==> src/rtl/dcache_ports_if.sv <==
// ---------------------------------------------------------------------------
// dcache_ports_if : LSU load request/response and store-drain channels
// Revision 1.0
// ---------------------------------------------------------------------------
`default_nettype none

interface dcache_ports_if #(
  parameter int XLEN = 64
);
  logic              load_a_valid;
  logic              load_a_ready;
  logic [XLEN-1:0]   load_a_addr;
  logic              load_d_valid;
  logic [XLEN-1:0]   load_d_data;
  logic              wvalid;
  logic              wready;
  logic [XLEN-1:0]   waddr;
  logic [XLEN-1:0]   wdata;
  logic [XLEN/8-1:0] wmask;

  modport master (
    output load_a_valid, load_a_addr, wvalid, waddr, wdata, wmask,
    input  load_a_ready, load_d_valid, load_d_data, wready
  );

  modport slave (
    input  load_a_valid, load_a_addr, wvalid, waddr, wdata, wmask,
    output load_a_ready, load_d_valid, load_d_data, wready
  );
endinterface

`default_nettype wire

==> src/rtl/lsu_dcache_bridge.sv <==
// ---------------------------------------------------------------------------
// lsu_dcache_bridge : serialises LSU loads and drained stores onto one
//                     in-order doubleword memory bus, one load in flight
// Revision 1.0
// ---------------------------------------------------------------------------
`default_nettype none

module lsu_dcache_bridge #(
  parameter int XLEN  = 64,
  parameter int CNT_W = 32
) (
  input  logic                clk,
  input  logic                rst,
  dcache_ports_if.slave       dcache_ports_io,
  output logic                mem_req_valid,
  input  logic                mem_req_ready,
  output logic                mem_req_we,
  output logic [XLEN-1:0]     mem_req_addr,
  output logic [XLEN-1:0]     mem_req_wdata,
  output logic [XLEN/8-1:0]   mem_req_wstrb,
  input  logic                mem_resp_valid,
  input  logic [XLEN-1:0]     mem_resp_rdata,
  output logic [CNT_W-1:0]    nr_loads_o,
  output logic [CNT_W-1:0]    nr_stores_o
);

  localparam logic [2:0] S_IDLE    = 3'd0;
  localparam logic [2:0] S_WR_REQ  = 3'd1;
  localparam logic [2:0] S_WR_WAIT = 3'd2;
  localparam logic [2:0] S_RD_REQ  = 3'd3;
  localparam logic [2:0] S_RD_WAIT = 3'd4;
  localparam logic [2:0] S_RSP     = 3'd5;

  localparam logic [XLEN-1:0] ALIGN_MASK = ~(XLEN'(XLEN/8 - 1));

  logic [2:0]        state_q,     state_d;
  logic [XLEN-1:0]   wb_addr_q,   wb_addr_d;
  logic [XLEN-1:0]   wb_data_q,   wb_data_d;
  logic [XLEN/8-1:0] wb_mask_q,   wb_mask_d;
  logic              wb_pend_q,   wb_pend_d;
  logic [XLEN-1:0]   rb_addr_q,   rb_addr_d;
  logic              rb_pend_q,   rb_pend_d;
  logic [XLEN-1:0]   rdata_q,     rdata_d;
  logic [CNT_W-1:0]  nr_loads_q,  nr_loads_d;
  logic [CNT_W-1:0]  nr_stores_q, nr_stores_d;
  logic              ready;

  // Readies ignore the valids: the LSU already gates its valids on them.
  assign ready = (state_q == S_IDLE) && !rst;

  always_comb begin
    state_d     = state_q;
    wb_addr_d   = wb_addr_q;
    wb_data_d   = wb_data_q;
    wb_mask_d   = wb_mask_q;
    wb_pend_d   = wb_pend_q;
    rb_addr_d   = rb_addr_q;
    rb_pend_d   = rb_pend_q;
    rdata_d     = rdata_q;
    nr_loads_d  = nr_loads_q;
    nr_stores_d = nr_stores_q;
    case (state_q)
      S_IDLE: begin
        if (dcache_ports_io.wvalid && ready) begin
          wb_addr_d = dcache_ports_io.waddr;
          wb_data_d = dcache_ports_io.wdata;
          wb_mask_d = dcache_ports_io.wmask;
          wb_pend_d = 1'b1;
        end
        if (dcache_ports_io.load_a_valid && ready) begin
          rb_addr_d = dcache_ports_io.load_a_addr;
          rb_pend_d = 1'b1;
        end
        // A store drained alongside a load is older, so it goes first.
        if (wb_pend_d)      state_d = S_WR_REQ;
        else if (rb_pend_d) state_d = S_RD_REQ;
      end
      S_WR_REQ: begin
        if (mem_req_ready) state_d = S_WR_WAIT;
      end
      S_WR_WAIT: begin
        if (mem_resp_valid) begin
          wb_pend_d   = 1'b0;
          nr_stores_d = nr_stores_q + CNT_W'(1);
          state_d     = rb_pend_q ? S_RD_REQ : S_IDLE;
        end
      end
      S_RD_REQ: begin
        if (mem_req_ready) state_d = S_RD_WAIT;
      end
      S_RD_WAIT: begin
        if (mem_resp_valid) begin
          rdata_d = mem_resp_rdata;
          state_d = S_RSP;
        end
      end
      S_RSP: begin
        nr_loads_d = nr_loads_q + CNT_W'(1);
        rb_pend_d  = 1'b0;
        state_d    = S_IDLE;
      end
      default: state_d = S_IDLE;
    endcase
  end

  always_ff @(posedge clk) begin
    if (rst) begin
      state_q     <= S_IDLE;
      wb_addr_q   <= '0;
      wb_data_q   <= '0;
      wb_mask_q   <= '0;
      wb_pend_q   <= 1'b0;
      rb_addr_q   <= '0;
      rb_pend_q   <= 1'b0;
      rdata_q     <= '0;
      nr_loads_q  <= '0;
      nr_stores_q <= '0;
    end else begin
      state_q     <= state_d;
      wb_addr_q   <= wb_addr_d;
      wb_data_q   <= wb_data_d;
      wb_mask_q   <= wb_mask_d;
      wb_pend_q   <= wb_pend_d;
      rb_addr_q   <= rb_addr_d;
      rb_pend_q   <= rb_pend_d;
      rdata_q     <= rdata_d;
      nr_loads_q  <= nr_loads_d;
      nr_stores_q <= nr_stores_d;
    end
  end

  // Outputs are forced low while reset is held, before state is known.
  always_comb begin
    mem_req_valid = 1'b0;
    mem_req_we    = 1'b0;
    mem_req_addr  = '0;
    mem_req_wdata = '0;
    mem_req_wstrb = '0;
    if (!rst) begin
      if (state_q == S_WR_REQ) begin
        mem_req_valid = 1'b1;
        mem_req_we    = 1'b1;
        mem_req_addr  = wb_addr_q & ALIGN_MASK;
        mem_req_wdata = wb_data_q;
        mem_req_wstrb = wb_mask_q;
      end else if (state_q == S_RD_REQ) begin
        mem_req_valid = 1'b1;
        mem_req_addr  = rb_addr_q & ALIGN_MASK;
      end
    end
  end

  assign dcache_ports_io.wready       = ready;
  assign dcache_ports_io.load_a_ready = ready;
  assign dcache_ports_io.load_d_valid = !rst && (state_q == S_RSP);
  assign dcache_ports_io.load_d_data  = rst ? '0 : rdata_q;
  assign nr_loads_o                   = rst ? '0 : nr_loads_q;
  assign nr_stores_o                  = rst ? '0 : nr_stores_q;

`ifndef SYNTHESIS
  a_no_stray_resp: assert property (@(posedge clk) disable iff (rst)
    mem_resp_valid |-> (state_q == S_WR_WAIT || state_q == S_RD_WAIT));
`endif

endmodule

`default_nettype wire

==> src/flat_wrapper.sv <==
// flat-port wrapper written by rule: the top's interface ports become plain ports
module lsu_dcache_bridge_flat 
#(
  parameter int XLEN  = 64,
  parameter int CNT_W = 32
)
  (clk, rst, mem_req_valid, mem_req_ready, mem_req_we, mem_req_addr, mem_req_wdata, mem_req_wstrb, mem_resp_valid, mem_resp_rdata, nr_loads_o, nr_stores_o, dcache_ports_io_load_a_valid, dcache_ports_io_load_a_addr, dcache_ports_io_wvalid, dcache_ports_io_waddr, dcache_ports_io_wdata, dcache_ports_io_wmask, dcache_ports_io_load_a_ready, dcache_ports_io_load_d_valid, dcache_ports_io_load_d_data, dcache_ports_io_wready);
  dcache_ports_if #(.XLEN(XLEN)) dcache_ports_io_i ();
  input  logic clk;
  input  logic rst;
  output logic mem_req_valid;
  input  logic mem_req_ready;
  output logic mem_req_we;
  output logic [XLEN-1:0] mem_req_addr;
  output logic [XLEN-1:0] mem_req_wdata;
  output logic [XLEN/8-1:0] mem_req_wstrb;
  input  logic mem_resp_valid;
  input  logic [XLEN-1:0] mem_resp_rdata;
  output logic [CNT_W-1:0] nr_loads_o;
  output logic [CNT_W-1:0] nr_stores_o;
  input wire logic [$bits(dcache_ports_io_i.load_a_valid)-1:0] dcache_ports_io_load_a_valid;
  input wire logic [$bits(dcache_ports_io_i.load_a_addr)-1:0] dcache_ports_io_load_a_addr;
  input wire logic [$bits(dcache_ports_io_i.wvalid)-1:0] dcache_ports_io_wvalid;
  input wire logic [$bits(dcache_ports_io_i.waddr)-1:0] dcache_ports_io_waddr;
  input wire logic [$bits(dcache_ports_io_i.wdata)-1:0] dcache_ports_io_wdata;
  input wire logic [$bits(dcache_ports_io_i.wmask)-1:0] dcache_ports_io_wmask;
  output wire logic [$bits(dcache_ports_io_i.load_a_ready)-1:0] dcache_ports_io_load_a_ready;
  output wire logic [$bits(dcache_ports_io_i.load_d_valid)-1:0] dcache_ports_io_load_d_valid;
  output wire logic [$bits(dcache_ports_io_i.load_d_data)-1:0] dcache_ports_io_load_d_data;
  output wire logic [$bits(dcache_ports_io_i.wready)-1:0] dcache_ports_io_wready;
  assign dcache_ports_io_i.load_a_valid = dcache_ports_io_load_a_valid;
  assign dcache_ports_io_i.load_a_addr = dcache_ports_io_load_a_addr;
  assign dcache_ports_io_i.wvalid = dcache_ports_io_wvalid;
  assign dcache_ports_io_i.waddr = dcache_ports_io_waddr;
  assign dcache_ports_io_i.wdata = dcache_ports_io_wdata;
  assign dcache_ports_io_i.wmask = dcache_ports_io_wmask;
  assign dcache_ports_io_load_a_ready = dcache_ports_io_i.load_a_ready;
  assign dcache_ports_io_load_d_valid = dcache_ports_io_i.load_d_valid;
  assign dcache_ports_io_load_d_data = dcache_ports_io_i.load_d_data;
  assign dcache_ports_io_wready = dcache_ports_io_i.wready;
  lsu_dcache_bridge #(.XLEN(XLEN), .CNT_W(CNT_W)) u_core (.clk(clk), .rst(rst), .dcache_ports_io(dcache_ports_io_i), .mem_req_valid(mem_req_valid), .mem_req_ready(mem_req_ready), .mem_req_we(mem_req_we), .mem_req_addr(mem_req_addr), .mem_req_wdata(mem_req_wdata), .mem_req_wstrb(mem_req_wstrb), .mem_resp_valid(mem_resp_valid), .mem_resp_rdata(mem_resp_rdata), .nr_loads_o(nr_loads_o), .nr_stores_o(nr_stores_o));
endmodule
==> config.mk <==
export PLATFORM = sky130hd
export DESIGN_NAME = lsu_dcache_bridge_flat
export DESIGN_NICKNAME = d
export VERILOG_FILES = /design/src/rtl/dcache_ports_if.sv /design/src/rtl/lsu_dcache_bridge.sv /design/src/flat_wrapper.sv
export SDC_FILE = /design/constraint.sdc
export NUM_CORES = 1
export LEC_CHECK = 0
export CAP_MARGIN = 20
export CORE_AREA = 2 2 208 210
export DETAILED_ROUTE_END_ITERATION = 6
export DIE_AREA = 0 0 210 212
export SLEW_MARGIN = 15
export SYNTH_ARGS = -nofsm -noshare
export SYNTH_HDL_FRONTEND = slang
export SYNTH_SLANG_ARGS = --single-unit
export TNS_END_PERCENT = 1
==> constraint.sdc <==
create_clock -name clk -period 5.5 [get_ports clk]
set_input_delay 0.825 -clock clk [delete_from_list [all_inputs] [get_ports clk]]
set_output_delay 0.825 -clock clk [all_outputs]
set_load 0.05 [all_outputs]
; ---- After elaboration in Yosys (flattened, before gate mapping)
; Index checks and enable logic that the tools add are counted.
[totals]
word_cells = 66
mem_count = 0
regBits = 333
mem_bits_ro = 0
ram_bits = 0
out_inout_bits = 269
latchBits = 0
[classes]
div = 0
n_reduce_logical = 14
n_bitwise = 0
multipliers = 0
eq_ne = 10
addsub = 2
n_mux = 30
shift = 0
magnitude_cmp = 0
[op_table]
columns = operator, n
row1 = two-way mux 64 bit, 6
row2 = "adder 32 x 1 -> 32 bit, second input constant", 2
row3 = two-way mux 32 bit, 2
row4 = two-way mux 3 bit, 6
row5 = two-way mux 8 bit, 2
row6 = case mux 3 bit (5 select lines), 1
row7 = two-way mux 1 bit, 10
row8 = AND reduction 2 bit, 5
row9 = "inequality test 2 bit, second input constant", 4
row10 = "equality test 3 x 2 -> 1 bit, second input constant", 2
row11 = "equality test 3 bit, second input constant", 2
row12 = AND reduction 5 bit, 1
row13 = logical AND 1 bit, 4
row14 = case mux 1 bit (2 select lines), 2
row15 = nonzero test 2 bit, 2
row16 = "equality test 3 x 1 -> 1 bit, second input constant", 1
row17 = zero test 3 bit, 1
row18 = "inequality test 3 bit, second input constant", 1
row19 = two-way mux 2 bit, 1
row20 = zero test 1 bit, 1

; ---- Longest topological paths before layout
; Gate-level depths: netlist of the first run.
[logic_depth]
depth_word = 8
ltp_mapped = 7

; ---- Worst setup path before layout of the first run
; Ideal clock, no wire load.
[synth_path]
kind = input -> output
from = input rst
to = output dcache_ports_io_wready
arrival_ns = 2.863
setup_slack_ns = 1.812
required_ns = 4.675
path_stages = 2
n_path_buf = 1
cell_sequence = nor4_1 -> buf_4
[synth_between]
elab_chain_cells = 2
[synth_rtl]
columns = element, line_no
row1 = from (decl), flat_wrapper.sv:10  ; input logic rst;
row2 = zero test 1 bit, lsu_dcache_bridge.sv:49  ; assign ready = (state_q == S_IDLE) && !rst;
row3 = logical AND 1 bit, lsu_dcache_bridge.sv:49
row4 = to (decl), flat_wrapper.sv:30  ; output wire logic [$bits(dcache_ports_io_i.wready)-1:0] dcache_ports_io_wready;
; Every way passes these cells.

; ---- Final worst setup path of the first run
[layout_path]
from = register u_core.state_q[0]
to = output mem_req_addr[8]
[layout_between]
elab_chain_cells = 4
[layout_rtl]
columns = element, line_no
row1 = from (decl), lsu_dcache_bridge.sv:36  ; logic [2:0] state_q, state_d;
row2 = from (signal assigned), lsu_dcache_bridge.sv:119  ; state_q <= state_d;
row3 = equality test 3 x 2 -> 1 bit, lsu_dcache_bridge.sv:146  ; end else if (state_q == S_RD_REQ) begin
row4 = two-way mux 64 bit, lsu_dcache_bridge.sv:146
row5 = two-way mux 64 bit (*), lsu_dcache_bridge.sv:140  ; if (state_q == S_WR_REQ) begin
row6 = two-way mux 64 bit (*), lsu_dcache_bridge.sv:139  ; if (!rst) begin
row7 = to (decl), flat_wrapper.sv:14  ; output logic [XLEN-1:0] mem_req_addr;
; Mark *: on every way between the ends. The rest lies on a longest branch, timed or not.

==> results.cfg, run 1 <==
[sta]
max_freq_ghz = 0.223
fin_skew_ns = 0.00961
finalMaxSlewViolations = 0
setup_viol = 0
hold_viol = 0
min_period_ns = 4.49
rsz0062_at_grt = no
tightestPinTransition_ns = 1.06
slew_headroom = 0.290
min_period_over_period = 0.816
setup_tns_ns = 0
hold_ws_ns = 0.448

[logic_synthesis]
synth.avg_cell_area_sq_um = 7.44
synthArstFlopShare = 0
synth.distinct_cells = 47
synth_warnings = 0
synth-edff-count = 0
synth_seq_area_share = 0.466
synth_seq_cells = 327
syn_inst = 1886
syn_area_sq_um = 14000
ys.flop_type = dfxtp_1

[place]
io_buffers = 529
dp_cells = 2832
place_congestion = 0.843
place_hpwl_um = 33200

[cts]
root_buffer = clkbuf_16
clock_path_buffers = 3
clk_pin_slew_ns = 0.06
cts_num_sinks = 327
cts_tree = built
htree_levels = 2
cts-hold-fix-buffers = 0
ctsResizeCount = 0
clock_latency_ns = 0.55
postCtsSetupBuffers = 0
cts_made_buffers = 38

[grt]
grt_pass1_vias = 13400
antenna_found_initial = 6
grt_usage = 0.204
grt_pass1_wl_um = 72500
overflow = 0
grt_start_max_net_pins = 148

[critical_path]
crit_path_start_kind = flip-flop
crit_path_max_incr_delay_ns = 0.82
path_class = flip-flop to output pin
cp.required_ns = 4.68
worstPathArrival_ns = 3.67
cp_num_buf_inv = 3
cp_slowest_cell = clkdlybuf4s50_1
endpoint_kind = output pin
crit_path_end = mem_req_addr[8]
cp-startpoint = u_core.state_q[0]$_SDFFE_PP0P_
cp_top_family = buffers and inverters
cp_max_fo = 23
cp_common_cell = buf_4
crit_cells = 7
timing.rr.start = u_core.state_q[2]$_SDFFE_PP0P_
cp_cell_sequence = nand2b_1 > nor2_4 > buf_4 > buf_4 > a22oi_1 > nor2_1 > clkdlybuf4s50_1
worst_r2r_path_depth = 5
regToRegSetupSlack_ns = 2.69
reg2reg_to = u_core.rdata_q[0]$_SDFFE_PP0P_

[power_and_ir_drop]
internal-power_w = 0.00482
net-switching-power_w = 0.00209
peakVddDrop_mv = 0.186
power_w = 0.00690
p_leak_nw = 7.18
p_comb_frac = 0.209
power.share.clock = 0.382
cellPowerDensity_nw_per_um2 = 330
pwr-share-seq = 0.409
p_sw_frac = 0.302

[drt]
vias = 14100
drt_pass1_iterations = 5
routed_wl_um = 47800
vias_per_cell = 4.87
wl_per_cell_um = 16.5
drc = 0
drtAntennaViolNets = 0
drtIter0Drc = 874

[die]
start_util = 0.330
ios = 539
rows = 76
core_area_sq_um = 42500
dieHeight_um = 212
die_w_um = 210
die_area_sq_um = 44500

[final_layout]
final_util = 0.492
areaGrowthSynthToFinish_pct = 49.1
nets = 2598
layout-drive-gt1-share = 0.0442
instances_no_fill = 2904

[run]
max-cap-violations = 0

[worst_hold_path]
hp-class = flip-flop to flip-flop

[status]
status = finished clean
==> tightest hold or removal path, cell delays in order (launching register included) <==
cell and delay [ns]:
dfxtp_1 0.30, nand2_1 0.05, a21oi_1 0.05
==> flip-flops by register name (all words and copies together) (netlist names) <==
signal and cells:
u_core.rb_pend_q 1, u_core.nr_stores_q 32, u_core.rb_addr_q 61, u_core.state_q 3, u_core.rdata_q 64, u_core.nr_loads_q 32
u_core.wb_mask_q 8, u_core.wb_data_q 64, u_core.wb_pend_q 1, u_core.wb_addr_q 61
==> placed cells by master, fill, tap and decap left out, drive strengths merged, types with 12 or more instances in the layout <==
cell type,n
nand2,536
clkdlybuf4s50,528
dfxtp,327
o21ai,206
nor2,195
nor2b,118
a21oi,95
clkbuf,62
a22oi,61
nand3,24
mux2,19
buf,19
or4,16
inv,16
nand4,15
o31ai,14
xor2,12
nor4,12
==> synth_stat cells, types with 6 or more instances <==
| cell | n | share of area |
|---|---|---|
| nand3_1 | 24 | 0.0086 |
| mux2_2 | 17 | 0.014 |
| a21oi_1 | 95 | 0.034 |
| nor2b_1 | 118 | 0.053 |
| or4_1 | 16 | 0.0086 |
| or3_1 | 11 | 0.0049 |
| nor4_1 | 11 | 0.0049 |
| nor2_1 | 195 | 0.052 |
| xor2_1 | 12 | 0.0075 |
| nor3_1 | 11 | 0.0039 |
| o21ai_0 | 206 | 0.073 |
| o31ai_1 | 14 | 0.0075 |
| clkbuf_1 | 112 | 0.030 |
| nand2_1 | 536 | 0.14 |
| dfxtp_1 | 327 | 0.47 |
| buf_2 | 26 | 0.0093 |
| xnor2_1 | 6 | 0.0037 |
| nand4_1 | 14 | 0.0062 |
| a22oi_1 | 61 | 0.033 |
| and4_1 | 10 | 0.0062 |
| inv_1 | 15 | 0.0040 |
| buf_1 | 6 | 0.0016 |
==> layout make-up <==
class | instances | area [sq um]
fillers | 4170 | 21600
multi-input cells | 1396 | 6850
flip-flops and latches | 327 | 6550
repair buffers | 547 | 5460
clock buffers | 62 | 1200
well taps | 546 | 683
clock inverters | 6 | 105
inverters | 16 | 65.1
diodes | 4 | 10.0
==> per-stage QoR <==
step           setup WS [ns]  cell area [sq um]
6_report                1.01              20900
5_1_grt                0.800              20900
4_1_cts                0.932              20900
3_5_place_dp            1.53              19600
3_3_place_gp            1.53              19600
2_1_floorplan           1.81              14000
==> worst min path at each step <==
stage / from / to / slack (ns) / cells past startpoint
floorplan: u_core.rdata_q[0]$_SDFFE_PP0P_ / u_core.rdata_q[0]$_SDFFE_PP0P_ / 0.43 / 2
global placement: u_core.rdata_q[24]$_SDFFE_PP0P_ / u_core.rdata_q[24]$_SDFFE_PP0P_ / 0.44 / 2
detailed placement: u_core.rdata_q[16]$_SDFFE_PP0P_ / u_core.rdata_q[16]$_SDFFE_PP0P_ / 0.44 / 2
CTS: u_core.rdata_q[16]$_SDFFE_PP0P_ / u_core.rdata_q[16]$_SDFFE_PP0P_ / 0.45 / 2
global route: u_core.rdata_q[9]$_SDFFE_PP0P_ / u_core.rdata_q[9]$_SDFFE_PP0P_ / 0.47 / 2
finish: u_core.rdata_q[6]$_SDFFE_PP0P_ / u_core.rdata_q[6]$_SDFFE_PP0P_ / 0.45 / 2
==> kinds of logic after synthesis <==
logic type      synth area share
simple gates               0.304
other cells             0.000267
fa+ha+maj                0.00178
buf+inv                   0.0480
xor+xnor                  0.0112
compound gates             0.152
mux                       0.0167
flops                      0.466
==> layer usage <==
layer / GRT usage / up-vias / wire length, um
met4: 0.0787 / 6 / 1380
li1: - / 7125 / -
met5: 0 / - / 111
met1: 0.240 / 6500 / 19800
met2: 0.345 / 414 / 22700
met3: 0.0671 / 85 / 3850
==> power by group through the flow <==
| stage | Combinational, W | Sequential [W] | Clock, W |
|---|---|---|---|
| 6_report | 0.00144 | 0.00282 | 0.00263 |
| 3_3_place_gp | 0.00144 | 0.00286 | 0 |
| 2_1_floorplan | 0.000939 | 0.00281 | 0 |
| 4_1_cts | 0.00146 | 0.00282 | 0.00271 |
| 5_1_grt | 0.00158 | 0.00286 | 0.00280 |
| 3_5_place_dp | 0.00146 | 0.00287 | 0 |
No activity file was read; power rests on OpenSTA's default activity.
==> run 2, diff against run 1 <==
clock period = 4.3 ns   (was 5.5 ns; I/O delays follow)
==> run 2 against run 1 <==
  * Die area stayed put
  * Clock skew is 0.0061 ns higher
  * Critical path depth is 1 lower
  * Clock power is 20% higher
  * Core utilization hardly changed
  * First-iteration DRC count is 6.6% lower
  * Non-clock buffer count is 3 higher
  * Sequential power is 27% higher
  * Worst hold slack better by 0.0010 ns
  * Final cell count hardly changed
  * Critical path type unchanged
  * Critical endpoint is now mem_req_addr[56]
==> results.cfg, run 2 (synthesis gave the netlist of run 1 again) <==
[status]
status = finished clean

[grt]
overflow = 0
grt_pass1_vias = 13300
grt_pass1_wl_um = 71800
grt_usage = 0.202
grt_start_max_net_pins = 124
antenna_found_initial = 6

[power_and_ir_drop]
power_w = 0.00867
p_sw_frac = 0.310
peakVddDrop_mv = 0.286
power.share.clock = 0.365
internal-power_w = 0.00598
p_leak_nw = 7.17
cellPowerDensity_nw_per_um2 = 415
pwr-share-seq = 0.414
net-switching-power_w = 0.00269
p_comb_frac = 0.221

[worst_hold_path]
hp-start = u_core.rdata_q[57]$_SDFFE_PP0P_
hp-class = flip-flop to flip-flop
worstHoldPathCells = 2
holdPathEnd = u_core.rdata_q[57]$_SDFFE_PP0P_

[sta]
setup_viol = 0
min_period_ns = 4.03
slew_headroom = 0.341
hold_viol = 0
min_period_over_period = 0.936
setup_ws_ns = 0.274
rsz0062_at_grt = no
max_freq_ghz = 0.248
tightestPinTransition_ns = 0.988
fin_skew_ns = 0.0157
setup_tns_ns = 0
finalMaxSlewViolations = 0

[critical_path]
endpoint_kind = output pin
crit_path_start_kind = flip-flop
cp_num_buf_inv = 3
reg2reg_to = u_core.rdata_q[38]$_SDFFE_PP0P_
path_class = flip-flop to output pin
timing.rr.start = u_core.state_q[2]$_SDFFE_PP0P_
cp_max_fo = 17
cp_cell_sequence = inv_1 > nor2_4 > buf_4 > a22oi_1 > nor2_1 > clkdlybuf4s50_1
cp_top_family = buffers and inverters
crit_path_max_incr_delay_ns = 0.88
cp_slowest_cell = clkdlybuf4s50_1
regToRegSetupSlack_ns = 1.76
worst_r2r_path_depth = 5
worstPathArrival_ns = 3.38
cp.required_ns = 3.65

[die]
ios = 539
dieHeight_um = 212
die_w_um = 210
rows = 76
die_area_sq_um = 44500
start_util = 0.330
core_area_sq_um = 42500

[cts]
postCtsSetupBuffers = 0
cts_tree = built
root_buffer = clkbuf_16
clock_path_buffers = 3
clk_pin_slew_ns = 0.06
cts_made_buffers = 39
htree_levels = 2
cts_num_sinks = 327
clock_latency_ns = 0.54
ctsResizeCount = 0
cts-hold-fix-buffers = 0

[final_layout]
nets = 2602
fillCellCount = 4187
areaGrowthSynthToFinish_pct = 49.0
mostFrequentLayoutCell = nand2_1
most-common-layout-cells = nand2_1 (535), clkdlybuf4s50_1 (528), dfxtp_1 (327)
top_regs = u_core.rdata_q (64), u_core.wb_data_q (64)
stdcell_area_sq_um = 20900
layout-drive-gt1-share = 0.0454

[place]
place_congestion = 0.869
place_area_sq_um = 19700
io_buffers = 529
dpl_worst_slack_ns = 0.800
place_hpwl_um = 33100

[drt]
drtAntennaViolNets = 0
drtIter0Drc = 816
vias = 14200
routed_wl_um = 47600
drt_pass1_iterations = 7
wl_per_cell_um = 16.4
vias_per_cell = 4.89
drc = 0

[run]
max-cap-violations = 0
==> run 2: changes by cell type in the layout (fill, tap and decap cells not counted), sizes merged <==
| cell | before | now |
|---|---|---|
| clkinvlp | 0 | 1 |
| clkbuf | 62 | 55 |
| buf | 19 | 22 |
| bufinv | 3 | 1 |
| clkinv | 3 | 10 |
==> run 2: routing by layer <==
metal / part of all wire / track usage / vias to the layer above
li1: - / - / 7127
met1: 0.41 / 0.237 / 6522
met2: 0.46 / 0.335 / 462
met3: 0.088 / 0.0699 / 94
met4: 0.038 / 0.0888 / 4
met5: 0.00057 / 0 / -
==> run 2: worst reg2reg max path, cell delays in order (launching register included) <==
cell and delay [ns]:
dfxtp_1 0.58, nor3b_1 0.49, nand2_2 0.66, buf_4 0.50, nand2_1 0.10, a21oi_1 0.07
==> run 2: worst max-delay path by stage <==
stage | start | to | slack [ns] | depth (start not counted)
2_1_floorplan | rst | u_core.wb_addr_q[58]$_SDFFE_PP0P_ | 0.95 | 6
3_3_place_gp | u_core.state_q[1]$_SDFFE_PP0P_ | mem_req_addr[5] | 0.80 | 6
3_5_place_dp | u_core.state_q[1]$_SDFFE_PP0P_ | mem_req_addr[5] | 0.80 | 6
4_1_cts | u_core.state_q[1]$_SDFFE_PP0P_ | mem_req_addr[5] | 0.19 | 6
5_1_grt | u_core.state_q[1]$_SDFFE_PP0P_ | mem_req_addr[5] | 0.003 | 6
6_report | u_core.state_q[1]$_SDFFE_PP0P_ | mem_req_addr[56] | 0.27 | 6
==> run 2: per-stage QoR <==
stage	std cells	utilization	hold WS, ns
after floorplan	1888	-	0.432
after CTS	2902	0.492	0.450
final	2906	0.492	0.449
after global placement	2835	0.463	0.437
after detailed placement	2835	0.463	0.442
after global routing	2904	0.492	0.463
==> run 2: power groups by stage <==
stage | logic (W) | clock network [W] | registers, W
floorplan | 0.00120 | 0 | 0.00360
global placement | 0.00191 | 0 | 0.00364
detailed placement | 0.00193 | 0 | 0.00365
CTS | 0.00194 | 0.00325 | 0.00359
global route | 0.00210 | 0.00337 | 0.00363
finish | 0.00192 | 0.00316 | 0.00359
==> run 2: final cells by class <==
cell class	instances	area, sq um	share of cell area
multi-input combinational	1396	6850	0.328
sequential	327	6550	0.313
timing repair buffer	550	5550	0.265
clock buffer	55	1120	0.0535
tap	546	683	0.0327
clock inverter	12	95.1	0.00455
inverter	16	65.1	0.00311
antenna	4	10.0	0.000479
